<file path="src/rtl/hvac_pkg.sv">
// Shared constants for the HVAC driver: state encoding and default timing.
package hvac_pkg;

  localparam logic [2:0] ST_IDLE    = 3'd0;
  localparam logic [2:0] ST_HEAT    = 3'd1;
  localparam logic [2:0] ST_COOL    = 3'd2;
  localparam logic [2:0] ST_OVERRUN = 3'd3;
  localparam logic [2:0] ST_LOCKOUT = 3'd4;

  localparam int MIN_ON_DEF  = 4;
  localparam int MIN_OFF_DEF = 3;
  localparam int FAN_RUN_DEF = 2;
  localparam int CNT_W_DEF   = 8;

endpackage

</file>
<file path="src/rtl/hvac_tick_counter.sv">
// Saturating tick counter with synchronous clear; clear wins over enable.
module hvac_tick_counter #(
  parameter int CNT_W = 8
) (
  input  logic             clk_i,
  input  logic             rst_n_i,
  input  logic             clr_i,
  input  logic             en_i,
  output logic [CNT_W-1:0] count_o
);

  logic [CNT_W-1:0] count_q;
  logic [CNT_W-1:0] count_d;

  // Next count: clear, hold at all-ones, or step by one on enable.
  always_comb begin
    count_d = count_q;
    if (clr_i) begin
      count_d = '0;
    end else if (en_i && (count_q != {CNT_W{1'b1}})) begin
      count_d = count_q + 1'b1;
    end
  end

  // Count register with synchronous active-low reset.
  always_ff @(posedge clk_i) begin
    if (!rst_n_i) begin
      count_q <= '0;
    end else begin
      count_q <= count_d;
    end
  end

  assign count_o = count_q;

endmodule

</file>
<file path="src/rtl/hvac_driver.sv">
// HVAC heater/compressor/fan sequencer with minimum run time, fan overrun
// and restart lockout.
//
// state   | meaning
// --------+------------------------------------------------------
// IDLE    | all drives off, waiting for a single heat or cool request
// HEAT    | heater + fan; held for at least MIN_ON ticks
// COOL    | compressor + fan; held for at least MIN_ON ticks
// OVERRUN | fan only for FAN_RUN ticks, requests ignored
// LOCKOUT | all off for MIN_OFF ticks, requests ignored
module hvac_driver
  import hvac_pkg::*;
#(
  parameter int MIN_ON  = MIN_ON_DEF,
  parameter int MIN_OFF = MIN_OFF_DEF,
  parameter int FAN_RUN = FAN_RUN_DEF,
  parameter int CNT_W   = CNT_W_DEF
) (
  input  logic       clk_i,
  input  logic       rst_n_i,
  input  logic       tick_i,
  input  logic       heating_i,
  input  logic       cooling_i,
  output logic       heater_on_o,
  output logic       compressor_on_o,
  output logic       fan_on_o,
  output logic       fault_o,
  output logic [2:0] state_o
);

  localparam logic [CNT_W-1:0] MIN_ON_C  = CNT_W'(MIN_ON);
  localparam logic [CNT_W-1:0] MIN_OFF_C = CNT_W'(MIN_OFF);
  localparam logic [CNT_W-1:0] FAN_RUN_C = CNT_W'(FAN_RUN);

  logic [2:0]       state_q;
  logic [2:0]       state_d;
  logic             heater_q;
  logic             compressor_q;
  logic             fan_q;
  logic             fault_q;
  logic [CNT_W-1:0] count;
  logic [CNT_W-1:0] count_inc;
  logic             cnt_clr;
  logic             cnt_en;

  // The timed exits fire on the tick that would bring the count to its
  // target, so the target value itself is never stored.
  assign count_inc = count + 1'b1;
  assign cnt_clr   = (state_d != state_q);
  assign cnt_en    = tick_i && (state_q != ST_IDLE);

  hvac_tick_counter #(
    .CNT_W(CNT_W)
  ) u_tick_counter (
    .clk_i  (clk_i),
    .rst_n_i(rst_n_i),
    .clr_i  (cnt_clr),
    .en_i   (cnt_en),
    .count_o(count)
  );

  // Next-state logic; HEAT and COOL can only be left via OVERRUN.
  always_comb begin
    state_d = state_q;
    case (state_q)
      ST_IDLE: begin
        if (heating_i && !cooling_i) begin
          state_d = ST_HEAT;
        end else if (cooling_i && !heating_i) begin
          state_d = ST_COOL;
        end
      end
      ST_HEAT: begin
        if (!heating_i && (count >= MIN_ON_C)) begin
          state_d = ST_OVERRUN;
        end
      end
      ST_COOL: begin
        if (!cooling_i && (count >= MIN_ON_C)) begin
          state_d = ST_OVERRUN;
        end
      end
      ST_OVERRUN: begin
        if (tick_i && (count_inc == FAN_RUN_C)) begin
          state_d = ST_LOCKOUT;
        end
      end
      ST_LOCKOUT: begin
        if (tick_i && (count_inc == MIN_OFF_C)) begin
          state_d = ST_IDLE;
        end
      end
      default: state_d = ST_IDLE;
    endcase
  end

  // State and drives registered together; drives decode the next state so
  // they line up with the state register and never glitch.
  always_ff @(posedge clk_i) begin
    if (!rst_n_i) begin
      state_q      <= ST_IDLE;
      heater_q     <= 1'b0;
      compressor_q <= 1'b0;
      fan_q        <= 1'b0;
      fault_q      <= 1'b0;
    end else begin
      state_q      <= state_d;
      heater_q     <= (state_d == ST_HEAT);
      compressor_q <= (state_d == ST_COOL);
      fan_q        <= (state_d == ST_HEAT) || (state_d == ST_COOL) ||
                      (state_d == ST_OVERRUN);
      fault_q      <= heating_i && cooling_i;
    end
  end

  assign heater_on_o     = heater_q;
  assign compressor_on_o = compressor_q;
  assign fan_on_o        = fan_q;
  assign fault_o         = fault_q;
  assign state_o         = state_q;

endmodule

</file>
<file path="config.mk">
export PLATFORM = sky130hd
export DESIGN_NAME = hvac_driver
export DESIGN_NICKNAME = d
export VERILOG_FILES = /design/src/rtl/hvac_pkg.sv /design/src/rtl/hvac_tick_counter.sv /design/src/rtl/hvac_driver.sv
export SDC_FILE = /design/constraint.sdc
export NUM_CORES = 1
export LEC_CHECK = 0
export BUFFER_PORTS_ARGS = -buffer_cell sky130_fd_sc_hd__buf_2
export CAP_MARGIN = 20
export CORE_MARGIN = 2
export CORE_UTILIZATION = 35
export DETAILED_ROUTE_END_ITERATION = 10
export HOLD_SLACK_MARGIN = 0.08
export PLACE_DENSITY_LB_ADDON = 0.12
export SETUP_SLACK_MARGIN = 0.3
export SYNTH_ARGS = -nofsm -noshare
export SYNTH_HDL_FRONTEND = slang
export SYNTH_HIERARCHICAL = 1
export SYNTH_SLANG_ARGS = --single-unit
</file>
<file path="constraint.sdc">
create_clock -name clk_i -period 2.7 [get_ports clk_i]
set_input_delay 0.54 -clock clk_i [delete_from_list [all_inputs] [get_ports clk_i]]
set_output_delay 0.54 -clock clk_i [all_outputs]
set_load 0.03 [all_outputs]
</file>
==> run metrics, run 1 <==
Seq/Total Area, Yosys=34.6%; DR vias=743; residual DRC count=0; VDD IR max=0.000202 V; Post-Synthesis Net Count=around 100; effective utilization at floorplan=between 30% and 40%; later-pin clock latency in the skew report=around 0.29 ns; Req. time, crit path=2.87 ns; slack of the worst reg-to-reg path=between 0.5 and 0.6 ns; Yosys warning total=6; Pwr Total=roughly 0.45 mW; Layout area overhead=14.0%; gpl congestion=0.828; number of synthesized register bits=15; CTS tree=yes; Critical Path AT=2.36 ns; Wirelength per Cell=13.1 um; port bufs=11; Distinct cells, synth=38; vias in the first global route=719; Via density=5.31; Sink Count=15; # fillers=247; Final Cycle Share=80.9%; Gate Count Post-Synth=95; global-route wire length before repair=3220 um; Core Area=around 0.0024 mm2; Pins Over Slew Limit=0; Crit-path slowest cell=or4_4; Min Hold Slack=0.506 ns; CP Cell Sequence=or4_4 > nor4_1 > nor4b_1 > o32ai_1 > nor2b_2 > o21ai_0 > a21oi_1; average size of a mapped cell=9.14 um2; Hold Path Class=in2reg; top-level port count=12; max-cap violation count=0; Critical Path Start Type=flop; crit end category=flop; GRT Overall Usage=15.4%; ratio of cells with drive above 1 in the final layout=22.7%; worst slew pin tran=0.428 ns; register area=300 um2; root buf cell=clkbuf_4; die height=53.8 um; status=completed; Cell Area, Synth=868 um2; Post-DP HPWL=1390 um; Setup Skew=0.00380 ns; multi-input logic area=563 um2; die area=0.00290 mm2; pwr/cell area=around 460 mW/mm2; Routed WL=1840 um; Final #Nets=117; postcts setup bufs=0; Post-Route Setup TNS=0 ns; max incr delay on CP=0.61 ns; largest net degree at the start of global routing=11; maximum clock path buffer count=2; Die Span X=53.8 um; Final Hold Fails=0; critical path peak fanout=8; 1st-pass router iterations=4; row cnt=18; worst relative slew slack=71.2%; Clock Pin Slew Worst Setup and Hold Paths=approximately 0.10 ns; # setup viols final=0; cts bufs inserted=3; Crit path buffers/inverters=0; Tmin final=approximately 2.2 ns; CTS HTree Levels=1; post-route ant nets=0; initial DRC count=9; Inserted Diodes=0; initial antenna violation count=0; critical path type=reg2reg; fmax=458 MHz; P_leak=0.373 nW; RSZ-0062 raised after global routing=no; gr ovfl total=0; delay-heaviest family, CP=simple AND/OR/NAND/NOR gates
-- routing by layer --
layer	wire, um	global-route usage [%]	share of wire (%)	up-vias
met5	0	0	0	-
met4	23	7.69	1.3	0
met3	71	2.50	3.9	4
met2	829	23.4	45	14
met1	913	21.0	50	331
li1	-	-	-	394
-- Yosys cell counts, drive strengths merged --
library cell,n,area [um2]
a21oi,7,35.0
nor4,3,33.8
inv,2,7.51
nand3b,1,7.51
nand4,1,6.26
or4,1,11.3
dfxtp,15,300
a21boi,1,11.3
o311ai,2,42.6
nand2,8,30.0
o22ai,1,6.26
a221oi,1,8.76
and3,2,12.5
a311o,1,10.0
and2,4,25.0
a211oi,1,12.5
nor2,5,18.8
nor3,3,15.0
o21a,2,15.0
nor3b,2,20.0
mux2i,3,30.0
nand3,1,5.00
and4,5,46.3
a311oi,1,8.76
nor2b,5,33.8
nand2b,5,31.3
and2b,2,15.0
o32ai,1,8.76
nor4b,1,8.76
or2,1,6.26
a31oi,2,12.5
o21ai,4,20.0
ha,1,12.5
-- cells in the final DEF (no fill, tap or decap), types with 2 or more instances in the layout --
master / netlist / routed
a31oi_1: 2 / 2
and3_1: 2 / 2
inv_1: 2 / 2
nor3_1: 3 / 3
o21ai_0: 4 / 4
a21oi_1: 7 / 7
buf_2: 0 / 11
and4_1: 4 / 4
nor4_1: 2 / 2
mux2i_1: 3 / 3
o21a_1: 2 / 2
nor2_1: 5 / 5
and2_1: 4 / 4
nand2_1: 8 / 8
nor2b_2: 1 / 2
dfxtp_1: 15 / 15
nand2b_1: 5 / 5
nor2b_1: 4 / 3
and2b_1: 2 / 2
clkbuf_4: 0 / 3
-- final timing paths --
check	from	to	cells after the start
max	u_tick_counter/count_o[2]	u_tick_counter/count_o[4]	7
min	heating_i	fault_o	2
max reg2reg	u_tick_counter/count_o[2]	u_tick_counter/count_o[4]	7
min reg2reg	u_tick_counter/count_o[1]	u_tick_counter/count_o[1]	2
-- cells by family after synthesis --
logic type               after synthesis  synth area share [%]
AND/OR/NAND/NOR                       50                  37.6
flip-flops                            15                  34.6
multiplexers                           3                  3.46
buffers and inverters                  2                 0.865
AO/OA/AOI/OAI                         24                  22.0
adder cells (fa/ha/maj)                1                  1.44
-- final cells by class --
class | instances | area share [%]
multi-input combinational | 78 | 56.9
sequential | 15 | 30.3
timing repair buffer | 11 | 5.56
tap | 30 | 3.79
clock buffer | 4 | 2.65
inverter | 2 | 0.759
-- power breakdown --
group          internal (mW)  leakage, nW  switching (mW)
combinational         0.0313        0.236          0.0501
clock                 0.0574       0.0150          0.0773
sequential             0.230        0.122         0.00902
total                  0.318        0.373           0.136
-- timing repair --
action	CTS	global route
setup endpoints to repair	0	5
hold buffers	0	0
resized for setup	0	1
-- flip-flops by register name, summed over array words and instances, names as in the netlist --
name / count
fault_o: 1
compressor_on_o: 1
heater_on_o: 1
u_tick_counter/count_o: 8
fan_on_o: 1
state_o: 3
-- per-stage QoR --
stage | cells | setup slack (ns) | util (%) | cell area (um2)
global route | 140 | 0.344 | 41.1 | 990
floorplan | 95 | 0.767 | - | 868
global placement | 136 | 0.492 | 39.9 | 961
CTS | 140 | 0.469 | 41.0 | 987
detailed placement | 136 | 0.509 | 39.9 | 961
finish | 140 | 0.514 | 41.1 | 990
(Power assumes the default switching activity.)
==> run 2, diff against run 1 <==
clock period = 1.8 ns   (was 2.7 ns; I/O delays follow)
==> run metrics, run 2 (synthesis results as in run 1) <==
status=finished with violations; failing checks=negative setup slack; final instance area=about 0.0013 mm2; max FFs per register=8; Setup Skew=approximately 0.0035 ns; max-cap violation count=0; # fillers=220; Req. time, crit path=between 1.5 and 2 ns; post-route ant nets=0; Final Hold Fails=0; Clock Pin Slew Worst Setup and Hold Paths=roughly 0.10 ns; Clock power frac=27.7%; Worst R2R Path Depth=8; Critical Path Start Type=flop; Routed WL=2220 um; top-level port count=12; most frequent cells in the layout=buf_4 (17), buf_2 (11), dfxtp_1 (9); DP Worst Slack=-0.151 ns; critical path type=reg2reg; DR vias=between 800 and 900; gr ovfl total=0; later-pin clock latency in the skew report=approximately 0.28 ns; Core Area=~0.0024 mm2; maximum clock path buffer count=2; most common cell after layout, fill and taps aside=buf_4; Layout Utilization=a little over half; uppermost layer routed=met4; cts hold-fix bufs=0; Pint=about 0.5 mW; depth of the worst hold-timing path=2; VDD IR max=0.000302 V; # setup viols final=12; worst flop-to-flop path endpoint=u_tick_counter/count_o[7]; pwr/cell area=570 mW/mm2; critical path peak fanout=3; Final #Nets=between 100 and 150; die area=0.00290 mm2; initial antenna violation count=0; Tmin final=1.92 ns; Pwr Total=just over 0.7 mW; 1st-pass router iterations=5; Comb power frac=between 20 and 25%; crit end category=flop; slack of the worst reg-to-reg path=-0.12 ns; Die Span X=53.8 um; P_leak=0.528 nW; GRT Overall Usage=17.2%; setup ws final=-0.125 ns; effective utilization at floorplan=a little over a third; Net Sw Power=0.227 mW; port bufs=11; Final Cycle Share=107%; residual DRC count=0; Switching Fraction=31.2%; Post-DP HPWL=roughly 1600 um; Critical Path AT=2.10 ns; gpl congestion=0.753; fmax=just over 500 MHz; ratio of cells with drive above 1 in the final layout=46.9%; global-route wire length before repair=about 3500 um; Inserted Diodes=0; row cnt=18; Layout area overhead=47.0%; worst slew pin tran=0.373 ns; vias in the first global route=770; Pins Over Slew Limit=0; Seq pwr share=between 40% and 50%; met3 WL post-DR=79 um; die height=53.8 um; worst reg2reg startpoint=u_tick_counter/count_o[5]; Post-Route Setup TNS=-1.25 ns; Via density=5.35; RSZ-0062 raised after global routing=yes; met2 wire len=~1100 um; Metal-1 WL=~990 um; CTS tree=yes; cts bufs inserted=3; Wirelength per Cell=13.9 um; Placed Area=roughly 0.0011 mm2; CTS HTree Levels=1; root buf cell=clkbuf_4; Hold Path Class=in2reg; Sink Count=15; largest net degree at the start of global routing=10; Hold Crit Start=heating_i; initial DRC count=12; WHS Endpoint=fault_o; worst relative slew slack=75.1%
-- run 2: critical path, cell delays in order (launching register included) --
cell      delay, ns
dfxtp_2        0.35
buf_4          0.12
nor4_4         0.04
buf_4          0.12
a311o_1        0.39
and2_1         0.20
o32ai_4        0.33
nand2b_4       0.21
a311oi_1       0.04
-- run 2: worst max path at each step --
stage                                    from                         to  slack (ns)  depth (start not counted)
finish              u_tick_counter/count_o[5]  u_tick_counter/count_o[7]       -0.12                          8
global route        u_tick_counter/count_o[2]  u_tick_counter/count_o[3]       -0.24                          8
global placement    u_tick_counter/count_o[2]  u_tick_counter/count_o[2]       -0.11                          7
detailed placement  u_tick_counter/count_o[2]  u_tick_counter/count_o[4]       -0.15                          8
CTS                 u_tick_counter/count_o[5]  u_tick_counter/count_o[4]       -0.12                          7
floorplan           u_tick_counter/count_o[5]  u_tick_counter/count_o[5]       -0.02                          7
-- run 2: final cells by class --
class                   count  area (um2)  area share, %
flip-flops and latches     15         308           24.1
clock buffers               3        22.5           1.76
inverters                   2        7.51          0.588
multi-input cells          78         679           53.2
well taps                  30        37.5           2.94
clock inverters             1        5.00          0.392
repair buffers             31         216           17.0
-- run 2: layer usage --
layer | vias up | track usage [%]
met3 | 2 | 2.50
met2 | 17 | 28.7
li1 | 433 | -
met1 | 404 | 21.7
met5 | - | 0
met4 | 0 | 7.69
-- run 2: timing repair --
item / CTS / global route
setup buffers: 4 / 0
pin swaps: 2 / 4
setup endpoints to repair: 14 / 16
gates resized for setup: 10 / 9
-- run 2: through the flow --
step | instances | hold WS (ns)
after floorplan | 95 | 0.465
after global placement | 152 | 0.528
after detailed placement | 152 | 0.529
after CTS | 160 | 0.328
after global routing | 160 | 0.339
final | 160 | 0.332
-- run 2: power groups by stage --
stage	clock network, mW	registers, mW	logic, mW
after floorplan	0	0.389	0.0744
after global placement	0	0.365	0.140
after detailed placement	0	0.365	0.141
after CTS	0.205	0.358	0.149
after global routing	0.223	0.362	0.180
final	0.201	0.360	0.166
